--- src/rtl/prod_accum.sv ---
`default_nettype none
// ============================================================================
// prod_accum : accumulates a programmed count of unsigned products into a wide
//              running sum and offers it on a valid/ready handshake.
// Revision   : 1.0
// ============================================================================
module prod_accum #(
  parameter int PROD_W = 64,
  parameter int CNT_W  = 8,
  parameter int ACC_W  = 72
) (
  input  logic              CLK,
  input  logic              rst_n,
  input  logic              start,
  input  logic [CNT_W-1:0]  len,
  input  logic              prod_valid,
  input  logic [PROD_W-1:0] prod,
  output logic              prod_ready,
  output logic              sum_valid,
  output logic [ACC_W-1:0]  sum,
  output logic              ovf,
  input  logic              sum_ready,
  output logic              busy
);

  typedef enum logic [1:0] {
    S_IDLE  = 2'd0,
    S_ACCUM = 2'd1,
    S_HOLD  = 2'd2
  } state_t;

  state_t             r_state;
  logic [ACC_W-1:0]   r_acc;
  logic [CNT_W-1:0]   r_remaining;
  logic               r_ovf;
  logic               r_prod_ready;
  logic               r_sum_valid;
  logic               r_busy;
  logic [ACC_W:0]     w_sum_ext;

  // One extra bit on top of the accumulator captures the carry-out.
  assign w_sum_ext = {1'b0, r_acc} + {{(ACC_W + 1 - PROD_W){1'b0}}, prod};

  always_ff @(posedge CLK or negedge rst_n) begin
    if (!rst_n) begin
      r_state      <= S_IDLE;
      r_acc        <= '0;
      r_remaining  <= '0;
      r_ovf        <= 1'b0;
      r_prod_ready <= 1'b0;
      r_sum_valid  <= 1'b0;
      r_busy       <= 1'b0;
    end else begin
      case (r_state)
        S_IDLE: begin
          if (start) begin
            r_acc       <= '0;
            r_ovf       <= 1'b0;
            r_remaining <= len;
            r_busy      <= 1'b1;
            if (len != '0) begin
              r_state      <= S_ACCUM;
              r_prod_ready <= 1'b1;
            end else begin
              r_state     <= S_HOLD;
              r_sum_valid <= 1'b1;
            end
          end
        end
        S_ACCUM: begin
          if (prod_valid) begin
            r_acc       <= w_sum_ext[ACC_W-1:0];
            r_ovf       <= r_ovf | w_sum_ext[ACC_W];
            r_remaining <= r_remaining - 1'b1;
            if (r_remaining == CNT_W'(1)) begin
              r_state      <= S_HOLD;
              r_prod_ready <= 1'b0;
              r_sum_valid  <= 1'b1;
            end
          end
        end
        S_HOLD: begin
          if (sum_ready) begin
            r_state     <= S_IDLE;
            r_sum_valid <= 1'b0;
            r_busy      <= 1'b0;
          end
        end
        default: begin
          r_state      <= S_IDLE;
          r_prod_ready <= 1'b0;
          r_sum_valid  <= 1'b0;
          r_busy       <= 1'b0;
        end
      endcase
    end
  end

  assign prod_ready = r_prod_ready;
  assign sum_valid  = r_sum_valid;
  assign sum        = r_acc;
  assign ovf        = r_ovf;
  assign busy       = r_busy;

endmodule
`default_nettype wire

--- config.mk ---
export PLATFORM = sky130hd
export DESIGN_NAME = prod_accum
export DESIGN_NICKNAME = d
export VERILOG_FILES = /design/src/rtl/prod_accum.sv
export SDC_FILE = /design/constraint.sdc
export NUM_CORES = 1
export LEC_CHECK = 0
export CAP_MARGIN = 30
export CELL_PAD_IN_SITES_DETAIL_PLACEMENT = 1
export CELL_PAD_IN_SITES_GLOBAL_PLACEMENT = 2
export CORE_AREA = 2 2 154 156
export CTS_CLUSTER_SIZE = 16
export DETAILED_ROUTE_END_ITERATION = 12
export DIE_AREA = 0 0 156 158
export GPL_TIMING_DRIVEN = 1
export HOLD_SLACK_MARGIN = 0.06
export PLACE_DENSITY = 0.95
export SLEW_MARGIN = 5
export SYNTH_ARGS = -nofsm -noshare
export SYNTH_HDL_FRONTEND = slang
export SYNTH_SLANG_ARGS = --single-unit
--- constraint.sdc ---
create_clock -name CLK -period 6.3 [get_ports CLK]
set_input_delay 1.26 -clock CLK [delete_from_list [all_inputs] [get_ports CLK]]
set_output_delay 1.26 -clock CLK [all_outputs]
set_load 0.05 [all_outputs]
==> results.md, run 1 <==
* Worst Hold Path EP: sum[66]
* TritonCTS clock tree: built
* Psw at 2.36 mW
* Worst Setup Start Kind: primary input
* CP arrival at 4680 ps
* Clock Latency Late Sink at 370 ps
* N_diodes at 0
* Setup repair bufs after CTS at 0
* Critical Path RT at 6540 ps
* Area Growth Syn to Fin at 27.0%
* Pre-CTS WS at 1570 ps
* Gate Count Post-Synth at 946
* CTS Sinks at 86
* Total power at 4.38 mW
* Tot GR Track Use at 0.215
* Final min period at 4440 ps
* Initial DRC count at 318
* Syn Area/Cell at 7.92 sq um
* Tcrit/Tclk final at 0.704
* H-tree depth at 3
* Register area share after synthesis at 0.287
* Sw Share at 0.538
* Final core utilization at 0.413
* DIE HEIGHT at 158 um
* Post-Place Cell Area at 0.00922 sq mm
* Largest net degree at the start of global routing at 59
* Power density over the cells at 460 mW/mm^2
* Commonest non-fill, non-tap cell in the layout: clkdlybuf4s50_1
* Final setup violation count at 0
* Reg2Reg Setup Slack at 2770 ps
* # DRC at 0
* Design area at 0.00951 sq mm
* Cell variety after synth at 68
* Final hold vios at 0
* # Max-Cap Violations at 0
* I/O Pins at 153
* FMAX at 225 MHz
* RSZ-0062 raised after global routing: no
* Yosys reg bits at 86
* Synth Area in Compound Gates at 0.280
* Rel. slew slack at 0.443
* P_leak at 4.06 nW
* Status: completed
* Core area at 0.0231 sq mm
* Vias in the first global route at 7890
* Post-synthesis xor/xnor area fraction at 0.0631
* Simple-Gate Fraction of Synth Area at 0.212
* Slew Limit Fails at 0
* Global placer's final weighted congestion at 0.887
* Hold_ws at 513 ps
* Adder-cell share of the synthesized area at 0.113
* Slew @ Worst Pin at 827 ps
* Die area at 0.0246 sq mm
* Initial antenna violation count at 0
* Net Count, Synth at 1090
* Hold Crit Start: sum[66]
* Routed WL at 26300 um
* RR Startpoint: sum[0]
* Post-cts resize count at 0
* Gate power share at 0.662
* # hold bufs at CTS at 0
* Async S/R FF share, synth at 1.00
* Initial Utilization at 0.325
* Mux share of post-synthesis cell area at 0.0107
* Routed Antenna Nets at 0
* Fin Clk Skew at 11.9 ps
* Total grt overflow at 0
* Filler instances at 2756
* Final std cells w/o fill at 1364
* Tightest Hold Check Type: flip-flop to flip-flop
* Synth area leaders: dfrtp_1 29%, ha_1 11%, nand2_1 7.2%
* WHS Path Cells at 1
* Placement Rows at 56
* Final Net Count at 1213
* First-pass GRT wire length at 42300 um
* Via/cell ratio at 5.59
* Internal at 2.02 mW
* Die Wd at 156 um
* Crit path kind: primary input to flip-flop
* Vias at 7628
* # port buffers at 152
* Inst Count DP at 1348
* Post-synth EDFFs at 0
* Yosys warning count at 0
* Largest family of logic cells by synthesized area: compound AO/OA/AOI/OAI gates
* Num CTS Buffers at 9
* Clock transition at path regs at 80 ps
* Maximum VDD drop at 0.000213 V
* HPWL after DPL at 20400 um
* WL per Instance at 19.3 um
* Synth area leader: dfrtp_1
* CP Capture Type: flip-flop
* Seq pwr share at 0.209
* Worst r2r path cells at 11
* Top cell type's share of synthesized area at 0.287
* Root Driver: clkbuf_16
* Slack of the critical path at 1870 ps
* Most frequent cells in the layout: 151 x clkdlybuf4s50_1, 143 x nand2_1, 100 x o21ai_0
* Cell Area, Synth at 0.00749 sq mm
* Fin Setup TNS at 0 ps
* Share of layout cells above drive strength 1 at 0.0400
* Clock network fraction of total power at 0.129
* Main synth FF type: dfrtp_1
* Maximum fanout along the worst path at 4
* Max Root-Sink Buffers at 2
* Endpoint of the worst register-to-register path: sum[48]
* Pre-antenna DRT Iters at 4
[critical path, cell delays in order]
cell	delay, ps
clkdlybuf4s50_1	400
ha_1	240
fa_1	420
a21oi_1	340
o22ai_1	150
o211ai_1	290
nand2_1	150
a21oi_1	450
o31ai_1	220
a21boi_0	430
mux2i_1	250
nand2_1	70
[synthesized netlist by cell type, types with 3 or more instances]
master	count
and2_1	7
o21ai_0	100
o22ai_1	4
o221ai_1	3
o21ai_1	5
or3_1	9
dfrtp_1	86
xnor2_1	23
nor2_1	62
mux2i_1	8
nor4_1	9
buf_2	16
ha_1	66
o21a_1	9
nor3b_1	4
a21o_1	22
a21boi_0	3
a22o_1	9
a211oi_1	10
xor2_1	31
a21oi_1	92
a22oi_1	5
a31oi_1	7
a221o_1	5
nor3_1	15
nand3_1	20
nand4_1	25
nor2b_1	10
o31ai_1	6
a21oi_2	5
clkbuf_1	27
o21bai_1	14
nand2_1	143
o211ai_1	7
a211o_1	3
inv_1	17
and3_1	19
[power by group through the flow]
stage	registers (mW)	logic, mW	clock network (mW)
after floorplan	1.38	1.55	0
after global placement	0.918	2.83	0
after detailed placement	0.926	2.89	0
after CTS	0.918	2.90	0.583
after global routing	0.943	3.17	0.600
final	0.914	2.90	0.566
[per-layer routing]
metal  track usage  up-vias  part of all wire
met5             0        -                 0
met4        0.0550        0             0.014
met3        0.0263       20             0.032
met2         0.366      155              0.48
met1         0.290     3723              0.47
li1              -     3730                 -
[cell type report]
type	count	area [sq um]	share of cell area
Clock inverter	7	65.1	0.00684
Sequential cell	86	2150	0.226
Timing Repair Buffer	156	1550	0.163
Multi-Input combinational cell	799	5100	0.536
Tap cell	290	363	0.0381
Inverter	17	63.8	0.00671
Clock buffer	9	225	0.0237
[sequential cells by signal, indices dropped and copies added, names as in the netlist]
name,count
sum,72
r_remaining,8
r_state,2
busy,1
ovf,1
prod_ready,1
sum_valid,1
[kinds of logic (layout without fill, tap and decap cells)]
kind of cell | after synthesis | after routing
compound gates | 332 | 332
xor+xnor | 54 | 54
fa+ha+maj | 67 | 67
buf+inv | 61 | 189
flops | 86 | 86
mux | 8 | 8
simple gates | 338 | 338
[worst max path at each step]
stage	startpoint	slack, ps	cells after the start	endpoint
floorplan	prod[0]	2650	11	sum[48]
global placement	prod[29]	1670	11	sum[66]
detailed placement	prod[0]	1570	12	sum[48]
CTS	prod[29]	1960	11	sum[66]
global route	prod[0]	1700	12	sum[66]
finish	prod[0]	1870	12	sum[48]
(Power assumes the default switching activity.)
==> run 2, diff against run 1 <==
--- a/config.mk
+++ b/config.mk
@@ -8,13 +8,13 @@
 export CAP_MARGIN = 30
 export CELL_PAD_IN_SITES_DETAIL_PLACEMENT = 1
 export CELL_PAD_IN_SITES_GLOBAL_PLACEMENT = 2
-export CORE_AREA = 2 2 154 156
+export CORE_AREA = 2 2 170 172
 export CTS_CLUSTER_SIZE = 16
 export DETAILED_ROUTE_END_ITERATION = 12
-export DIE_AREA = 0 0 156 158
+export DIE_AREA = 0 0 172 174
 export GPL_TIMING_DRIVEN = 1
 export HOLD_SLACK_MARGIN = 0.06
-export PLACE_DENSITY = 0.95
+export PLACE_DENSITY = 0.85
 export SLEW_MARGIN = 5
 export SYNTH_ARGS = -nofsm -noshare
 export SYNTH_HDL_FRONTEND = slang
==> constraint.sdc (replaced) <==
create_clock -name CLK -period 3.8 [get_ports CLK]
set_input_delay 0.76 -clock CLK [delete_from_list [all_inputs] [get_ports CLK]]
set_output_delay 0.76 -clock CLK [all_outputs]
set_load 0.05 [all_outputs]
==> results.md, run 2 (synthesis results as in run 1) <==
* Status: completed
* CP max stage cell: clkdlybuf4s50_1
* Num CTS Buffers at 9
* I/O Pins at 153
* Most frequent cells in the layout: 151 x clkdlybuf4s50_1, 143 x nand2_1, 115 x buf_4
* Core area at 0.0282 sq mm
* # hold bufs at CTS at 0
* Design area at 0.0105 sq mm
* Crit path kind: primary input to flip-flop
* Vias in the first global route at 8618
* # DRC at 0
* WL per Instance at 18.3 um
* First-pass GRT wire length at 46200 um
* Fin Clk Skew at 9.46 ps
* Initial DRC count at 386
* Initial antenna violation count at 0
* Critical Path RT at 4010 ps
* Total grt overflow at 0
* Initial Utilization at 0.265
* Clock transition at path regs at 70 ps
* Vias at 8110
* Via/cell ratio at 5.17
* Maximum VDD drop at 0.000355 V
* Slew @ Worst Pin at 837 ps
* Number of flip-flops in the largest register at 72
* Post-Place Cell Area at 0.0102 sq mm
* Global placer's final weighted congestion at 0.891
* Slowest stage delay, CP at 430 ps
* Area Growth Syn to Fin at 40.2%
* Final hold vios at 0
* Final min period at 3490 ps
* Placement Rows at 62
* Final setup violation count at 0
* Top cell by count, worst path: buf_4
* Pre-antenna DRT Iters at 4
* CP arrival at 3700 ps
* Tot GR Track Use at 0.195
* Total power at 7.95 mW
* Die area at 0.0299 sq mm
* Tcrit/Tclk final at 0.919
* Rel. slew slack at 0.441
* Worst Setup Start Kind: primary input
* Worst r2r path cells at 10
* H-tree depth at 3
* Root Driver: clkbuf_16
* TritonCTS clock tree: built
* # Max-Cap Violations at 0
* Routed Antenna Nets at 0
* Commonest non-fill, non-tap cell in the layout: clkdlybuf4s50_1
* # port buffers at 152
* N_diodes at 0
* Final Net Count at 1323
* CP Capture Type: flip-flop
* Power density over the cells at 757 mW/mm^2
* Tightest Hold Check Type: primary input to async pin
* Maximum fanout along the worst path at 5
* Slew Limit Fails at 0
* DIE HEIGHT at 174 um
* Max Root-Sink Buffers at 2
* Die Wd at 172 um
* Clock Latency Late Sink at 360 ps
* Largest net degree at the start of global routing at 58
* FMAX at 286 MHz
* RSZ-0062 raised after global routing: no
* Share of layout cells above drive strength 1 at 0.131
* CP cell instances: clkdlybuf4s50_1 -> ha_1 -> a211oi_1 -> buf_4 -> o21bai_1 -> a221o_1 -> o21ai_0 -> buf_4 -> a2111oi_1 -> buf_4 -> nor2b_1 -> buf_4 -> buf_4 -> xor2_1 -> o21ai_0
* HPWL after DPL at 23000 um
* CTS Sinks at 86
* Routed WL at 28700 um
* P_leak at 4.60 nW
==> run 2: cell types whose count changed in the layout (fill, tap and decap cells not counted) <==
cell / previous run / this run
inv_6: 3 / 1
a21oi_2: 5 / 7
a21oi_1: 92 / 90
clkinv_4: 1 / 2
buf_4: 5 / 115
bufinv_16: 0 / 2
a2111oi_1: 0 / 1
inv_8: 2 / 1
a2111oi_0: 1 / 0
==> run 2: final timing paths <==
check | startpoint | to | slack [ps]
worst max-delay path | prod[7] | sum[42] | 310
worst min-delay path | rst_n | sum[34] | 470
worst max register to register | sum[8] | sum[63] | 720
worst min register to register | prod_ready | prod_ready | 510
max in group asynchronous | rst_n | sum[9] | 2540
min in group CLK | prod_ready | prod_ready | 510
==> run 2: through the flow <==
step	std cells	TNS, ps	hold slack, ps	worst slack, ps	utilization
6_report	1568	0	469	308	0.372
5_1_grt	1568	0	533	51.1	0.372
4_1_cts	1568	0	496	216	0.372
3_5_place_dp	1552	-1110	485	-156	0.360
3_3_place_gp	1552	-87.2	492	-38.1	0.360
2_1_floorplan	946	0	464	645	-
==> run 2: final cells by class <==
class	instances	area, sq um
Inverter	17	63.8
Timing Repair Buffer	266	2370
Clock buffer	9	225
Clock inverter	7	105
Sequential cell	86	2150
Fill cell	3420	17700
Multi-Input combinational cell	799	5100
Tap cell	384	480
==> run 2: repair_timing <==
action,4_1_cts,5_1_grt
endpoints found under the setup margin,0,5
setup buffers,0,0
resized for setup,0,3
==> run 2: report_power, final <==
group / switching [mW] / total, mW / internal [mW]
clock: 0.435 / 1.02 / 0.586
combinational: 3.30 / 5.40 / 2.10
sequential: 0.307 / 1.52 / 1.22
total: 4.04 / 7.95 / 3.91
==> run 2: critical path: cells and delay by family <==
kind / cells / cell delay [ps]
XOR/XNOR: 1 / 130
buffers and inverters: 6 / 1160
adder cells (fa/ha/maj): 1 / 370
AND/OR/NAND/NOR: 1 / 130
AO/OA/AOI/OAI: 6 / 1150
==> run 2: metal layers <==
layer  global-route usage  vias up  part of all wire
met5                    0        -                 0
met3               0.0271       27             0.033
li1                     -     3934                 -
met1                0.262     4001              0.47
met4               0.0515        0             0.018
met2                0.328      148              0.48
==> run 3, diff against run 2 <==
--- a/config.mk
+++ b/config.mk
@@ -12,8 +12,7 @@
 export CTS_CLUSTER_SIZE = 16
 export DETAILED_ROUTE_END_ITERATION = 12
 export DIE_AREA = 0 0 172 174
-export GPL_TIMING_DRIVEN = 1
-export HOLD_SLACK_MARGIN = 0.06
+export GPL_TIMING_DRIVEN = 0
 export PLACE_DENSITY = 0.85
 export SLEW_MARGIN = 5
 export SYNTH_ARGS = -nofsm -noshare
==> results.md, run 3 (synthesis results as in run 1) <==
* CTS Sinks at 86
* Via/cell ratio at 5.13
* DIE HEIGHT at 174 um
* CP Capture Type: flip-flop
* RR Startpoint: sum[0]
* Worst r2r path cells at 12
* WL per Instance at 18.5 um
* HPWL after DPL at 22300 um
* Placement Rows at 62
* Num CTS Buffers at 9
* Max Root-Sink Buffers at 2
* P_leak at 4.18 nW
* Crit path from: prod[0]
* Routed WL at 27900 um
* Clock Latency Late Sink at 370 ps
* I/O Pins at 153
* # Max-Cap Violations at 0
* Vias in the first global route at 8141
* Share of layout cells above drive strength 1 at 0.0598
* Most frequent cells in the layout: 151 x clkdlybuf4s50_1, 143 x nand2_1, 97 x o21ai_0
* Final min period at 3620 ps
* Fin Setup TNS at 0 ps
* Root Driver: clkbuf_16
* Routed Antenna Nets at 0
* Slew Limit Fails at 0
* Die area at 0.0299 sq mm
* # hold bufs at CTS at 0
* Crit path kind: primary input to flip-flop
* Number of flip-flops in the largest register at 72
* Rel. slew slack at 0.389
* Slew @ Worst Pin at 916 ps
* Post-Place Cell Area at 0.00953 sq mm
* Maximum VDD drop at 0.000280 V
* Filler instances at 3447
* Worst Setup Start Kind: primary input
* Pre-antenna DRT Iters at 4
* Largest net degree at the start of global routing at 59
* # DRC at 0
* Global placer's final weighted congestion at 0.841
* Final Net Count at 1259
* Hold_ws at 342 ps
* Capture point of the worst path: sum[48]
* FMAX at 276 MHz
* # port buffers at 152
* CP arrival at 3870 ps
* Tcrit/Tclk final at 0.953
* Total grt overflow at 0
* Fin Clk Skew at 13.4 ps
* Die Wd at 172 um
* Final hold vios at 0
* Initial DRC count at 297
* Initial antenna violation count at 1
* Core area at 0.0282 sq mm
* Design area at 0.00991 sq mm
* Tot GR Track Use at 0.188
* Maximum fanout along the worst path at 4
* Commonest non-fill, non-tap cell in the layout: clkdlybuf4s50_1
* Endpoint of the worst register-to-register path: sum[48]
* Initial Utilization at 0.265
* Area of the multi-input gates at 0.00513 sq mm
* Vias at 7724
* Status: completed
* Tightest Hold Check Type: primary input to async pin
* TritonCTS clock tree: built
* Final setup violation count at 0
* Clock transition at path regs at 70 ps
* Critical Path RT at 4050 ps
* First-pass GRT wire length at 44300 um
* Total power at 7.42 mW
* Area Growth Syn to Fin at 32.2%
* Reg area at 0.00215 sq mm
* Power density over the cells at 749 mW/mm^2
* H-tree depth at 3
* Reg2Reg Setup Slack at 600 ps
==> run 3: stage by stage <==
stage,instances,setup slack (ps),utilization
detailed placement,1484,-953,0.338
global placement,1482,-1820,0.336
global route,1505,-13.0,0.351
floorplan,946,645,-
finish,1505,180,0.351
CTS,1500,16.4,0.349
==> run 3: area by class of cell <==
class	instances	share of cell area
clock inverter	7	0.00745
tap	384	0.0485
timing repair buffer	158	0.160
clock buffer	9	0.0227
inverter	17	0.00644
multi-input combinational	799	0.518
antenna	1	0.000253
buffer	44	0.0191
sequential	86	0.217
==> run 3: power breakdown <==
group / switching (mW) / internal, mW / total, mW
registers: 0.286 / 1.22 / 1.50
clock network: 0.471 / 0.468 / 0.940
logic: 3.24 / 1.73 / 4.98
==> run 3: how the worst min path moves through the flow <==
stage / endpoint / startpoint / cells past startpoint
2_1_floorplan: busy / rst_n / 0
3_3_place_gp: sum[66] / sum[66] / 1
3_5_place_dp: sum[66] / sum[66] / 1
4_1_cts: sum[25] / rst_n / 1
5_1_grt: sum[25] / rst_n / 1
6_report: sum[34] / rst_n / 1
==> run 3: critical path, cell delays in order <==
cell             delay, ps
clkdlybuf4s50_1        410
ha_1                   250
fa_1                   430
a21oi_2                210
o22ai_1                120
o211ai_1               340
nand2_1                260
a21oi_4                300
o31ai_1                210
a21boi_2               160
buf_4                  150
mux2i_1                200
nand2_1                 60
==> run 3: layer usage <==
metal / track usage / vias up / wire (um)
li1: - / 3817 / -
met1: 0.254 / 3732 / 13200
met4: 0.0462 / 0 / 547
met2: 0.316 / 147 / 13200
met5: 0 / - / 0
met3: 0.0248 / 28 / 927
==> run 3: what timing repair did <==
action,CTS,global route
gates resized for setup,5,8
setup buffers,0,4
setup endpoints to repair,10,19
pin swaps,0,3
==> patch, RTL diff (config.mk and constraints of run 3) <==
The parameter `ACC_W` goes from 72 to 76.
--- a/src/rtl/prod_accum.sv
+++ b/src/rtl/prod_accum.sv
@@ -7,7 +7,7 @@
 module prod_accum #(
   parameter int PROD_W = 64,
   parameter int CNT_W  = 8,
-  parameter int ACC_W  = 72
+  parameter int ACC_W  = 76
 ) (
   input  logic              CLK,
   input  logic              rst_n,
Interface: changed (resized sum); port bits go from 153 to 157. No check against the original RTL was run, so the function may have changed too.
==> patch against run 3 <==
- cell area up 4.1%
- total power up 32%
- routed wire length up 3.5%
- critical endpoint is now sum[60]$_DFFE_PN0P_
- worst setup slack worse by 0.20 ns
- critical path depth down 1
- sequential cell count up 4
- via count up 5.7%
- count of clock-buffer cells in the layout up 1
- largest cell class unchanged
- the run now ends with setup timing left
- area after synthesis up 3.6%
==> patch: results (changes against run 3) <==
Outcome - complete, but fails checks
Failing checks - setup timing
Layout cell share with drive strength beyond 1 - 4.88% (-1.1 points)
Final setup fails - 1 (+1)
DP Wirelength - 22,600 um (+1.3%)
Met3 usage - 2.94% (+0.46 points)
Worst r2r dst - sum[60]$_DFFE_PN0P_
WL/cell - 18.6 um (+0.26%)
Final WS setup - -0.0158 ns (-0.196 ns)
GRT Total Usage - 19.6% (+0.84 points)
Crit path to - sum[60]$_DFFE_PN0P_
Antenna violations before repair - 2 (+1)
Post-Syn Nets - 1,131 (+3.8%)
Vias in the first global route - 8,535 (+4.8%)
Adder-Cell Fraction of Synth Area - 10.9% (-0.39 points)
Cell family contributing the most delay on the critical path - simple AND/OR/NAND/NOR gates
Leak pwr - 4.34 nW (+3.7%)
Highest-delay cell along the critical path - or4b_4
Largest net degree at the start of global routing - 54 (-8.5%)
Global-route wire length before repair - 46,600 um (+5.2%)
GRT met1 Usage - 26.4% (+1.1 points)
CP peak stage delay - 0.56 ns (+0.13 ns)
Sw Share - 55.6% (+1.7 points)
Crit-path max FO - 6 (+2)
Max FFs per register - 76 (+5.6%)
VDD IR-drop max - 0.527 mV (+88%)
Post-synth cell types - 69 (+1.5%)
Total Nets Final - 1,308 (+3.9%)
Reg-to-reg slack, setup - 0.44 ns (-0.16 ns)
Worst Skew - 0.0135 ns (+0.000117 ns)
Post-Synth XOR/XNOR Area - 6.54% (+0.23 points)
Placer Congestion - 0.862 (+2.5%)
R2R cell count - 11 (-1)
M2 GR Usage - 32.7% (+1.1 points)
Mux cell area share after synthesis - 0.387% (-0.68 points)
Slew HR - 50.4% (+11 points)
Area contributors post-synth - dfrtp_1, ha_1, nand2_1, a21oi_1, o21ai_0
==> patch: what timing repair did <==
action                                  4_1_cts  5_1_grt
endpoints found under the setup margin       14       25
pin swaps                                     4        8
endpoints found under the hold margin         0        0
gates cloned                                  0        0
setup buffers                                 5        3
gates resized for setup                       9       13
==> patch: how the worst min path moves through the flow <==
stage	start	end	slack [ns]	cells after the start
global route	rst_n	sum[45]$_DFFE_PN0P_	0.44	1
finish	rst_n	sum[45]$_DFFE_PN0P_	0.39	1
detailed placement	sum_valid$_DFFE_PN0P_	sum_valid$_DFFE_PN0P_	0.49	1
floorplan	rst_n	busy$_DFFE_PN0P_	0.46	0
global placement	prod_ready$_DFFE_PN0P_	prod_ready$_DFFE_PN0P_	0.48	2
CTS	rst_n	sum[45]$_DFFE_PN0P_	0.42	1
==> patch: worst reg2reg max path, cell delays in order (launching register included) <==
cell and delay, ns:
dfrtp_1 0.39, ha_2 0.23, fa_2 0.25, a211oi_2 0.09
o21a_1 0.24, or4b_4 0.56, a2111oi_4 0.50, nor4bb_1 0.13
nor2_2 0.22, a31o_4 0.23, nor2_1 0.06, or3_1 0.33
==> patch: cells by family (layout without fill, tap and decap cells) <==
group / after synthesis / in the layout
AOI/OAI and AO/OA: 359 / 359
and+or+nand+nor: 345 / 345
DFF: 90 / 90
adders and majority gates: 67 / 67
buffers and inverters: 65 / 247
xor gates and xnor gates: 58 / 58
muxes: 3 / 3
other: 0 / 1
==> patch: metrics by stage <==
step / instance area (um2) / setup TNS [ns] / std cells / setup WS, ns
global route: 10300 / -0.0908 / 1554 / -0.0837
global placement: 9800 / -192.94 / 1527 / -1.99
CTS: 10200 / 0 / 1550 / 0.00154
floorplan: 7760 / 0 / 987 / 0.409
finish: 10300 / -0.0158 / 1554 / -0.0158
detailed placement: 9840 / -12.59 / 1529 / -0.736
==> patch: layer usage <==
metal	routed length, um	vias to the layer above
met2	13600	152
met3	1160	26
met4	492	2
met1	13600	3983
met5	13	-
li1	-	4003
==> patch: power by group through the flow <==
stage	registers (mW)	clock network, mW	logic (mW)
after global routing	1.85	1.04	7.76
final	1.78	0.976	7.07
after global placement	1.78	0	6.78
after detailed placement	1.80	0	6.89
after CTS	1.79	1.01	7.02
after floorplan	2.95	0	3.59
==> patch: area by class of cell <==
cell class / instances / area, um2
diodes: 1 / 2.50
plain buffers: 45 / 175
clock buffers: 10 / 229
clock inverters: 6 / 75.1
fillers: 3453 / 17900
inverters: 20 / 75.1
multi-input cells: 832 / 5370
flip-flops and latches: 90 / 2250
well taps: 384 / 480
repair buffers: 166 / 1650
